### src/rtl/sort_pkg.sv
// Shared constants for the four-element pipelined sorter.
package sort_pkg;
  localparam int WIDTH_DEF = 8;
  localparam int N_STAGES  = 3;
  localparam int N_LANES   = 4;
endpackage

### src/rtl/cmp_swap.sv
// Combinational compare-exchange: lo = min(a,b), hi = max(a,b).
module cmp_swap #(
  parameter int WIDTH = 8
) (
  input  logic [WIDTH-1:0] a,
  input  logic [WIDTH-1:0] b,
  output logic [WIDTH-1:0] lo,
  output logic [WIDTH-1:0] hi
);
  logic swap;

  // Strict compare: equal operands pass through in their original order.
  assign swap = (a > b);
  assign lo   = swap ? b : a;
  assign hi   = swap ? a : b;
endmodule

### src/rtl/sort4_pipeline.sv
// Three-stage pipelined five-comparator sorting network, ascending order.
// Free-running datapath: a new group every clock, result three edges later.
module sort4_pipeline
  import sort_pkg::*;
#(
  parameter int WIDTH = WIDTH_DEF
) (
  input  logic             clk,
  input  logic             rst,
  input  logic [WIDTH-1:0] x0,
  input  logic [WIDTH-1:0] x1,
  input  logic [WIDTH-1:0] x2,
  input  logic [WIDTH-1:0] x3,
  output logic [WIDTH-1:0] y0,
  output logic [WIDTH-1:0] y1,
  output logic [WIDTH-1:0] y2,
  output logic [WIDTH-1:0] y3
);
  logic [WIDTH-1:0] s1_d [N_LANES];
  logic [WIDTH-1:0] s1_q [N_LANES];
  logic [WIDTH-1:0] s2_d [N_LANES];
  logic [WIDTH-1:0] s2_q [N_LANES];
  logic [WIDTH-1:0] s3_d [N_LANES];
  logic [WIDTH-1:0] s3_q [N_LANES];

  // Stage 1: sort each input pair.
  cmp_swap #(.WIDTH(WIDTH)) u_c10 (.a(x0), .b(x1), .lo(s1_d[0]), .hi(s1_d[1]));
  cmp_swap #(.WIDTH(WIDTH)) u_c11 (.a(x2), .b(x3), .lo(s1_d[2]), .hi(s1_d[3]));

  // Stage 2: lane 0 becomes the global min, lane 3 the global max.
  cmp_swap #(.WIDTH(WIDTH)) u_c20 (.a(s1_q[0]), .b(s1_q[2]), .lo(s2_d[0]), .hi(s2_d[2]));
  cmp_swap #(.WIDTH(WIDTH)) u_c21 (.a(s1_q[1]), .b(s1_q[3]), .lo(s2_d[1]), .hi(s2_d[3]));

  // Stage 3: only the middle pair can still be out of order.
  cmp_swap #(.WIDTH(WIDTH)) u_c30 (.a(s2_q[1]), .b(s2_q[2]), .lo(s3_d[1]), .hi(s3_d[2]));
  assign s3_d[0] = s2_q[0];
  assign s3_d[3] = s2_q[3];

  always_ff @(posedge clk) begin
    if (!rst) begin
      for (int i = 0; i < N_LANES; i++) begin
        s1_q[i] <= '0;
        s2_q[i] <= '0;
        s3_q[i] <= '0;
      end
    end else begin
      for (int i = 0; i < N_LANES; i++) begin
        s1_q[i] <= s1_d[i];
        s2_q[i] <= s2_d[i];
        s3_q[i] <= s3_d[i];
      end
    end
  end

  assign y0 = s3_q[0];
  assign y1 = s3_q[1];
  assign y2 = s3_q[2];
  assign y3 = s3_q[3];
endmodule

### config.mk
export PLATFORM = sky130hd
export DESIGN_NAME = sort4_pipeline
export DESIGN_NICKNAME = d
export VERILOG_FILES = /design/src/rtl/sort_pkg.sv /design/src/rtl/cmp_swap.sv /design/src/rtl/sort4_pipeline.sv
export SDC_FILE = /design/constraint.sdc
export NUM_CORES = 1
export LEC_CHECK = 0
export CORE_MARGIN = 4
export CORE_UTILIZATION = 43
export DETAILED_ROUTE_END_ITERATION = 10
export DONT_BUFFER_PORTS = 1
export PLACE_DENSITY = 0.64
export SKIP_CTS_REPAIR_TIMING = 1
export SYNTH_ARGS = -nofsm -noshare
export SYNTH_HDL_FRONTEND = slang
export SYNTH_SLANG_ARGS = --single-unit
### constraint.sdc
create_clock -name clk -period 2.85 [get_ports clk]
set_clock_uncertainty 0.05 [all_clocks]
set_input_delay 0.57 -clock clk [delete_from_list [all_inputs] [get_ports clk]]
set_output_delay 0.57 -clock clk [all_outputs]
set_load 0.1 [all_outputs]
==> reports/summary.json, run 1 <==
{
  "hpwlAfterDp_um": 10200,
  "worst_setup_path_start_kind": "flop",
  "count_of_nets_left_with_antenna_violations_after_detail_routing": 0,
  "crit_type": "flop to flop",
  "first_global_vias": 4478,
  "report.power.total_mw": 4.77,
  "initial_antenna_violation_count": 0,
  "slew_headroom_pct": 30.4,
  "fraction_of_layout_cells_with_a_size_suffix_above_1_pct": 7.27,
  "vias_per_cell": 6.22,
  "pin_count_of_the_biggest_net_entering_global_routing": 28,
  "wl_per_cell_um": 17.5,
  "setup_viol": 0,
  "routed_wl_um": 14100,
  "port_buffers": 0,
  "first_pass_grt_wire_length_um": 22800,
  "fp.dieW_um": 122,
  "power.ir.vdd_worst_uv": 342,
  "cts_tree": "built",
  "outcome": "complete, no violations",
  "synth-seq-area-share_pct": 34.6,
  "fp.coreArea_um2": 12600,
  "min_period_over_period_pct": 88.0,
  "fp-row-count": 41,
  "rsz_0062_raised_after_global_routing": "false",
  "gpl.final_weighted_congestion": 0.900,
  "post_route_insts_no_fill": 805,
  "nNetsFinal": 703,
  "start_util_pct": 44.1,
  "synth.avg_cell_area_um2": 8.62,
  "max_slew.worst_pin.slew_ns": 1.04,
  "worst_setup_hold_path_clk_slew_ns": 0.07,
  "yosysWarningCount": 0,
  "worstPathMaxFanout": 17,
  "synth_cells": 645,
  "synthesis.area_um2": 5560,
  "postLayoutSetupSlackWorst_ns": 0.343,
  "number_of_nets_produced_by_synthesis": 719,
  "ioPinCount": 66,
  "drt-initial-drc-count": 554,
  "remaining_drc_errors": 0,
  "cts-buffers-inserted": 9,
  "finalMaxSlewViolations": 0,
  "drv_cap": 0,
  "final_cell_area_um2": 5990,
  "required_ns": 3.02,
  "power_density_nw_per_um2": 797,
  "place_inst": 790,
  "clockBufferDepth": 2,
  "chipHeight_um": 122,
  "arrival_ns": 2.68,
  "final_hold_viol_count": 0,
  "critPathCaptureType": "flop",
  "synthDistinctLibCells": 22,
  "antenna_cells": 0,
  "grt_overflow_total": 0,
  "final.min_clock_period_ns": 2.51,
  "holdWs_ns": 0.312,
  "dieArea_um2": 14800,
  "global_route.usage.total_pct": 19.0,
  "clock_tree.root_cell": "sky130_fd_sc_hd__clkbuf_16",
  "placedInstanceArea_um2": 5650,
  "vias": 5005,
  "holdCritPathClass": "input pin to flop",
  "post_route_core_utilization_pct": 47.5,
  "detailedRoute.firstPassIterationCount": 5,
  "ys_seq_elements": 96,
  "cts_max_level": 3,
  "synthToLayoutAreaGrowth_pct": 7.76,
  "maxClockFrequency_ghz": 0.399,
  "placement.setup.worst_slack_ns": 0.387,
  "worst_skew_pair.late_latency_ns": 0.34,
  "total_leakage_power_nw": 2.18,
  "setup_tns_ns": 0,
  "cts.sinks": 96
}
[flip-flops by register name (all words and copies together) (netlist names)]
signal,flops
s3_q,32
s2_q,32
s1_q,32
[power by group]
group / internal [mW] / switching (mW)
clock network: 0.860 / 0.502
registers: 1.53 / 0.681
logic: 0.435 / 0.761
total: 2.83 / 1.94
[layout by cell type, fill, tap and decap left out]
cell type / n
sky130_fd_sc_hd__nand2_1: 105
sky130_fd_sc_hd__dfxtp_1: 96
sky130_fd_sc_hd__a21oi_1: 85
sky130_fd_sc_hd__o211ai_1: 80
sky130_fd_sc_hd__a221o_1: 80
sky130_fd_sc_hd__inv_1: 45
sky130_fd_sc_hd__ha_1: 40
sky130_fd_sc_hd__and2_1: 16
sky130_fd_sc_hd__buf_4: 15
sky130_fd_sc_hd__nor2_1: 10
sky130_fd_sc_hd__clkbuf_16: 9
sky130_fd_sc_hd__nand2b_1: 5
sky130_fd_sc_hd__a21oi_4: 5
sky130_fd_sc_hd__a21o_1: 5
sky130_fd_sc_hd__o21ai_1: 5
sky130_fd_sc_hd__a211oi_1: 5
sky130_fd_sc_hd__and3_1: 5
sky130_fd_sc_hd__nor2_2: 5
sky130_fd_sc_hd__a211oi_2: 5
sky130_fd_sc_hd__nand4_1: 5
sky130_fd_sc_hd__bufinv_16: 3
sky130_fd_sc_hd__inv_2: 1
sky130_fd_sc_hd__clkinvlp_4: 1
sky130_fd_sc_hd__inv_8: 1
sky130_fd_sc_hd__clkinv_4: 1
[metal layers]
| metal | track usage [%] | vias up | part of all wire (%) |
|---|---|---|---|
| met5 | 0 | - | 0 |
| met4 | 5.81 | 0 | 1.7 |
| met3 | 4.09 | 19 | 8.3 |
| met2 | 31.1 | 219 | 48 |
| met1 | 25.0 | 2362 | 42 |
| li1 | - | 2405 | - |
[Yosys cell counts]
cell	instances	area share, %
sky130_fd_sc_hd__nor2_2	5	0.56
sky130_fd_sc_hd__ha_1	40	9.0
sky130_fd_sc_hd__o211ai_1	80	11
sky130_fd_sc_hd__inv_1	45	3.0
sky130_fd_sc_hd__and2_1	16	1.8
sky130_fd_sc_hd__a21oi_4	5	1.5
sky130_fd_sc_hd__a211oi_1	5	0.67
sky130_fd_sc_hd__nor2_1	10	0.67
sky130_fd_sc_hd__a21o_1	5	0.67
sky130_fd_sc_hd__buf_2	5	0.45
sky130_fd_sc_hd__nand4_1	5	0.56
sky130_fd_sc_hd__a21oi_1	85	7.6
sky130_fd_sc_hd__nand2b_1	5	0.56
sky130_fd_sc_hd__clkbuf_1	27	1.8
sky130_fd_sc_hd__inv_2	1	0.067
sky130_fd_sc_hd__and3_1	5	0.56
sky130_fd_sc_hd__nand2_1	105	7.1
sky130_fd_sc_hd__o21ai_1	5	0.45
sky130_fd_sc_hd__buf_6	10	2.0
sky130_fd_sc_hd__a211oi_2	5	1.1
sky130_fd_sc_hd__a221o_1	80	14
sky130_fd_sc_hd__dfxtp_1	96	35
[final timing paths]
| check | from | to | slack [ns] | depth (start not counted) |
|---|---|---|---|---|
| worst max-delay path | s2_q[2][3] | s3_q[0][15] | 0.34 | 6 |
| worst min-delay path | rst | s3_q[0][1] | 0.31 | 1 |
| worst min register to register | s2_q[0][1] | s3_q[0][1] | 0.38 | 1 |
| worst max register to register | s2_q[2][3] | s3_q[0][15] | 0.34 | 6 |
[final cells by class]
class	instances	area, um^2
Clock buffer	9	225
Clock inverter	6	118
Fill cell	1269	6630
Inverter	46	173
Multi-Input combinational cell	461	3230
Sequential cell	96	1920
Tap cell	172	215
Timing Repair Buffer	15	113
[cell families after synthesis]
kind of cell | count (synthesis) | synth area share (%)
AOI/OAI and AO/OA | 270 | 37.2
and+or+nand+nor | 151 | 11.8
adders and majority gates | 40 | 9.00
DFF | 96 | 34.6
buffers and inverters | 88 | 7.40
[critical path: stages (launching register included)]
cell and delay [ns]:
sky130_fd_sc_hd__dfxtp_1 0.44, sky130_fd_sc_hd__inv_1 0.07, sky130_fd_sc_hd__ha_1 0.32, sky130_fd_sc_hd__nand2_1 0.12
sky130_fd_sc_hd__nor2_2 0.58, sky130_fd_sc_hd__a211oi_2 0.39, sky130_fd_sc_hd__a221o_1 0.40
Note: power is estimated with default switching activity, not from simulation.
==> run 2: changes to the inputs <==
--- a/config.mk
+++ b/config.mk
@@ -10,6 +10,7 @@
 export DETAILED_ROUTE_END_ITERATION = 10
 export DONT_BUFFER_PORTS = 1
 export PLACE_DENSITY = 0.64
+export REMOVE_ABC_BUFFERS = 1
 export SKIP_CTS_REPAIR_TIMING = 1
 export SYNTH_ARGS = -nofsm -noshare
 export SYNTH_HDL_FRONTEND = slang
==> reports/summary.json, run 2 (same netlist as run 1, synthesis figures left out) <==
{
  "outcome": "complete, no violations",
  "rr_endpoint": "s3_q[0][21]",
  "setup_viol": 0,
  "start_util_pct": 44.1,
  "crit_path_max_incr_delay_ns": 0.91,
  "cts.sinks": 96,
  "final_hold_viol_count": 0,
  "total_leakage_power_nw": 2.14,
  "finalMaxSlewViolations": 0,
  "arrival_ns": 2.74,
  "global_route.usage.total_pct": 19.1,
  "initial_antenna_violation_count": 0,
  "slew_headroom_pct": 30.2,
  "pin_count_of_the_biggest_net_entering_global_routing": 28,
  "drt-initial-drc-count": 437,
  "postLayoutSetupSlackWorst_ns": 0.341,
  "hpwlAfterDp_um": 9740,
  "rsz_0062_raised_after_global_routing": "false",
  "largestRegisters": "s1_q x32, s2_q x32, s3_q x32",
  "clock_tree.root_cell": "sky130_fd_sc_hd__clkbuf_16",
  "wl_per_cell_um": 17.0,
  "final.min_clock_period_ns": 2.51,
  "remaining_drc_errors": 0,
  "worst_setup_hold_path_clk_slew_ns": 0.07,
  "crit_path_top_delay_cell": "sky130_fd_sc_hd__a211oi_2",
  "layout.cells.most_common_list": "sky130_fd_sc_hd__nand2_1, sky130_fd_sc_hd__dfxtp_1, sky130_fd_sc_hd__a21oi_1",
  "min_period_over_period_pct": 88.0,
  "power.ir.vdd_worst_uv": 335,
  "crit_path_cell_trace": "inv_1, ha_1, nand2_1, nor2_2, a211oi_2, a221o_1",
  "chipHeight_um": 122,
  "detailedRoute.firstPassIterationCount": 5,
  "commonest_non_fill_non_tap_cell_in_the_layout": "sky130_fd_sc_hd__nand2_1",
  "synthToLayoutAreaGrowth_pct": 6.70,
  "fp-row-count": 41,
  "first_pass_grt_wire_length_um": 22600,
  "routed_wl_um": 13600,
  "antenna_cells": 0,
  "holdCritPathClass": "input pin to flop",
  "count_of_nets_left_with_antenna_violations_after_detail_routing": 0,
  "crit_type": "flop to flop",
  "report.power.total_mw": 4.62,
  "gpl.final_weighted_congestion": 0.875,
  "worst_skew_pair.late_latency_ns": 0.34,
  "ioPinCount": 66,
  "worst_r2r_path_depth": 6,
  "grt_overflow_total": 0,
  "port_buffers": 0,
  "vias_per_cell": 6.10,
  "r2r-start": "s2_q[2][3]",
  "cts-buffers-inserted": 9,
  "critPathCaptureType": "flop",
  "drv_cap": 0,
  "setup_tns_ns": 0,
  "nNetsFinal": 700,
  "fp.coreArea_um2": 12600,
  "worstSetupEndpoint": "s3_q[0][21]",
  "first_global_vias": 4531,
  "power_density_nw_per_um2": 778,
  "post_route_insts_no_fill": 802,
  "worst_setup_path_start_kind": "flop",
  "clockBufferDepth": 2,
  "place_inst": 787,
  "worst_setup_path_startpoint": "s2_q[2][3]",
  "r2r_setup_slk_ns": 0.34,
  "required_ns": 3.08,
  "dieArea_um2": 14800,
  "cts_max_level": 3,
  "vias": 4889,
  "placement.setup.worst_slack_ns": 0.360,
  "cts_tree": "built",
  "max_slew.worst_pin.slew_ns": 1.04,
  "fp.dieW_um": 122,
  "maxClockFrequency_ghz": 0.399,
  "fraction_of_layout_cells_with_a_size_suffix_above_1_pct": 6.83,
  "worstPathMaxFanout": 17
}
[run 2: cell types whose count changed in the layout (fill, tap and decap cells not counted), sizes merged]
cell,before,now
buf,15,12
bufinv,3,1
clkbuf,9,11
clkinvlp,1,2
inv,47,46
[run 2: layer usage]
metal  vias up  part of all wire (%)  GRT usage [%]
met3        25                   7.4           4.55
met2       183                    45           30.2
met5         -                     0              0
met1      2277                    45           25.1
li1       2404                     -              -
met4         0                   2.8           7.84
[run 2: area by class of cell]
| cell class | count | area (um^2) |
|---|---|---|
| Tap cell | 172 | 215 |
| Clock buffer | 11 | 253 |
| Inverter | 46 | 173 |
| Timing Repair Buffer | 12 | 90.1 |
| Multi-Input combinational cell | 461 | 3230 |
| Sequential cell | 96 | 1920 |
| Clock inverter | 4 | 53.8 |
| Fill cell | 1206 | 6690 |
[run 2: stage by stage]
stage	cell area (um^2)	utilization [%]	hold slack, ns
after CTS	5930	47.0	0.289
after global placement	5630	44.6	0.371
after global routing	5930	47.0	0.291
after floorplan	5320	-	0.362
final	5930	47.0	0.302
after detailed placement	5630	44.6	0.368
[run 2: worst min path at each step]
stage / startpoint / endpoint / cells after the start
floorplan: s2_q[0][0] / s3_q[0][0] / 1
CTS: rst / s3_q[0][27] / 1
global route: rst / s3_q[0][0] / 1
global placement: s2_q[3][2] / s3_q[0][26] / 1
detailed placement: s2_q[3][3] / s3_q[0][27] / 1
finish: rst / s3_q[0][4] / 1
[run 2: worst max-delay path: cells and delay by family, from the launching register on]
| family | cells | cell delay (ns) |
|---|---|---|
| AO/OA/AOI/OAI | 2 | 1.20 |
| adder cells (fa/ha/maj) | 1 | 0.33 |
| buffers and inverters | 1 | 0.08 |
| flip-flops | 1 | 0.47 |
| AND/OR/NAND/NOR | 2 | 0.31 |
[run 2: where the power goes]
| part | total (mW) | switching, mW | internal, mW |
|---|---|---|---|
| Combinational | 1.17 | 0.748 | 0.425 |
| Sequential | 2.22 | 0.681 | 1.54 |
| Clock | 1.23 | 0.503 | 0.724 |
==> run 3: changes to the inputs <==
--- a/config.mk
+++ b/config.mk
@@ -9,7 +9,7 @@
 export CORE_UTILIZATION = 43
 export DETAILED_ROUTE_END_ITERATION = 10
 export DONT_BUFFER_PORTS = 1
-export PLACE_DENSITY = 0.64
+export PLACE_DENSITY_LB_ADDON = 0.25
 export REMOVE_ABC_BUFFERS = 1
 export SKIP_CTS_REPAIR_TIMING = 1
 export SYNTH_ARGS = -nofsm -noshare
==> reports/summary.json, run 3 (same netlist as run 1, synthesis figures left out) <==
{
  "max_slew.worst_pin.slew_ns": 1.07,
  "port_buffers": 0,
  "dieArea_um2": 14800,
  "report.power.total_mw": 4.64,
  "routed_wl_um": 14100,
  "remaining_drc_errors": 0,
  "commonest_non_fill_non_tap_cell_in_the_layout": "sky130_fd_sc_hd__nand2_1",
  "cts-buffers-inserted": 9,
  "gpl.final_weighted_congestion": 0.868,
  "required_ns": 3.09,
  "pin_count_of_the_biggest_net_entering_global_routing": 28,
  "maxClockFrequency_ghz": 0.403,
  "clock_tree.root_cell": "sky130_fd_sc_hd__clkbuf_16",
  "holdWs_ns": 0.301,
  "worst_skew_pair.late_latency_ns": 0.35,
  "layout.cells.most_common_list": "sky130_fd_sc_hd__nand2_1, sky130_fd_sc_hd__dfxtp_1, sky130_fd_sc_hd__a21oi_1",
  "cts.sinks": 96,
  "grt_overflow_total": 0,
  "ioPinCount": 66,
  "final_hold_viol_count": 0,
  "synthToLayoutAreaGrowth_pct": 6.70,
  "nNetsFinal": 700,
  "start_util_pct": 44.1,
  "largestRegisters": "s1_q x32, s2_q x32, s3_q x32",
  "detailedRoute.firstPassIterationCount": 5,
  "arrival_ns": 2.72,
  "chipHeight_um": 122,
  "final.min_clock_period_ns": 2.48,
  "first_global_vias": 4545,
  "crit_path_cell_trace": "inv_1, ha_1, nand2_1, nor2_2, a211oi_2, a221o_1",
  "power_density_nw_per_um2": 782,
  "worst_setup_hold_path_clk_slew_ns": 0.07,
  "r2r_setup_slk_ns": 0.37,
  "initial_antenna_violation_count": 0,
  "vias": 4977,
  "holdCritPathClass": "input pin to flop",
  "fraction_of_layout_cells_with_a_size_suffix_above_1_pct": 6.81,
  "post_route_core_utilization_pct": 47.0,
  "rsz_0062_raised_after_global_routing": "false",
  "hpwlAfterDp_um": 9940,
  "critPathCaptureType": "flop",
  "drt-initial-drc-count": 557,
  "drv_cap": 0,
  "cts_max_level": 3,
  "worst_setup_path_start_kind": "flop",
  "cts_tree": "built",
  "setup_tns_ns": 0,
  "crit_path_max_incr_delay_ns": 0.93,
  "worstPathMaxFanout": 17,
  "setup_viol": 0,
  "global_route.usage.total_pct": 19.2,
  "power.ir.vdd_worst_uv": 295,
  "crit_path_top_delay_cell": "sky130_fd_sc_hd__a211oi_2",
  "finalMaxSlewViolations": 0,
  "fp.dieW_um": 122,
  "slew_headroom_pct": 28.5,
  "min_period_over_period_pct": 87.0,
  "outcome": "complete, no violations",
  "crit_type": "flop to flop",
  "antenna_cells": 0,
  "wl_per_cell_um": 17.6,
  "count_of_nets_left_with_antenna_violations_after_detail_routing": 0,
  "first_pass_grt_wire_length_um": 22800,
  "fp-row-count": 41,
  "fp.coreArea_um2": 12600,
  "vias_per_cell": 6.20,
  "total_leakage_power_nw": 2.14,
  "clockBufferDepth": 2
}
==> run 3: final timing paths <==
| kind | depth (start not counted) | endpoint | startpoint |
|---|---|---|---|
| hold / removal | 1 | s3_q[0][6] | rst |
| setup / recovery | 6 | s3_q[0][14] | s2_q[2][2] |
| setup reg to reg | 6 | s3_q[0][14] | s2_q[2][2] |
| hold reg to reg | 1 | s3_q[0][6] | s2_q[0][6] |
==> run 3: layer usage <==
| metal | part of all wire (%) | GRT usage (%) |
|---|---|---|
| met1 | 44 | 24.7 |
| met2 | 47 | 31.5 |
| met3 | 7.0 | 4.09 |
| met5 | 0 | 0 |
| met4 | 2.2 | 7.70 |
==> run 3: where the power goes <==
group / switching [mW] / internal [mW] / total [mW]
Sequential: 0.681 / 1.53 / 2.22
Combinational: 0.762 / 0.426 / 1.19
Clock: 0.527 / 0.711 / 1.24
==> run 3: final cells by class <==
type,count,area (um^2)
fill,1250,6690
clock inverter,5,63.8
inverter,46,173
multi-input combinational,461,3230
timing repair buffer,12,90.1
tap,172,215
clock buffer,11,243
sequential,96,1920
==> run 3: per-stage QoR <==
stage	instances	setup slack [ns]	instance area, um^2
after floorplan	603	0.619	5320
after global placement	787	0.387	5630
after detailed placement	787	0.364	5630
after CTS	803	0.376	5930
after global routing	803	0.174	5930
final	803	0.371	5930
==> run 3: worst max-delay path, delay by kind of cell, from the launching register on <==
family / cells / cell delay [ns]
flops: 1 / 0.45
fa+ha+maj: 1 / 0.31
simple gates: 2 / 0.31
compound gates: 2 / 1.22
buf+inv: 1 / 0.07
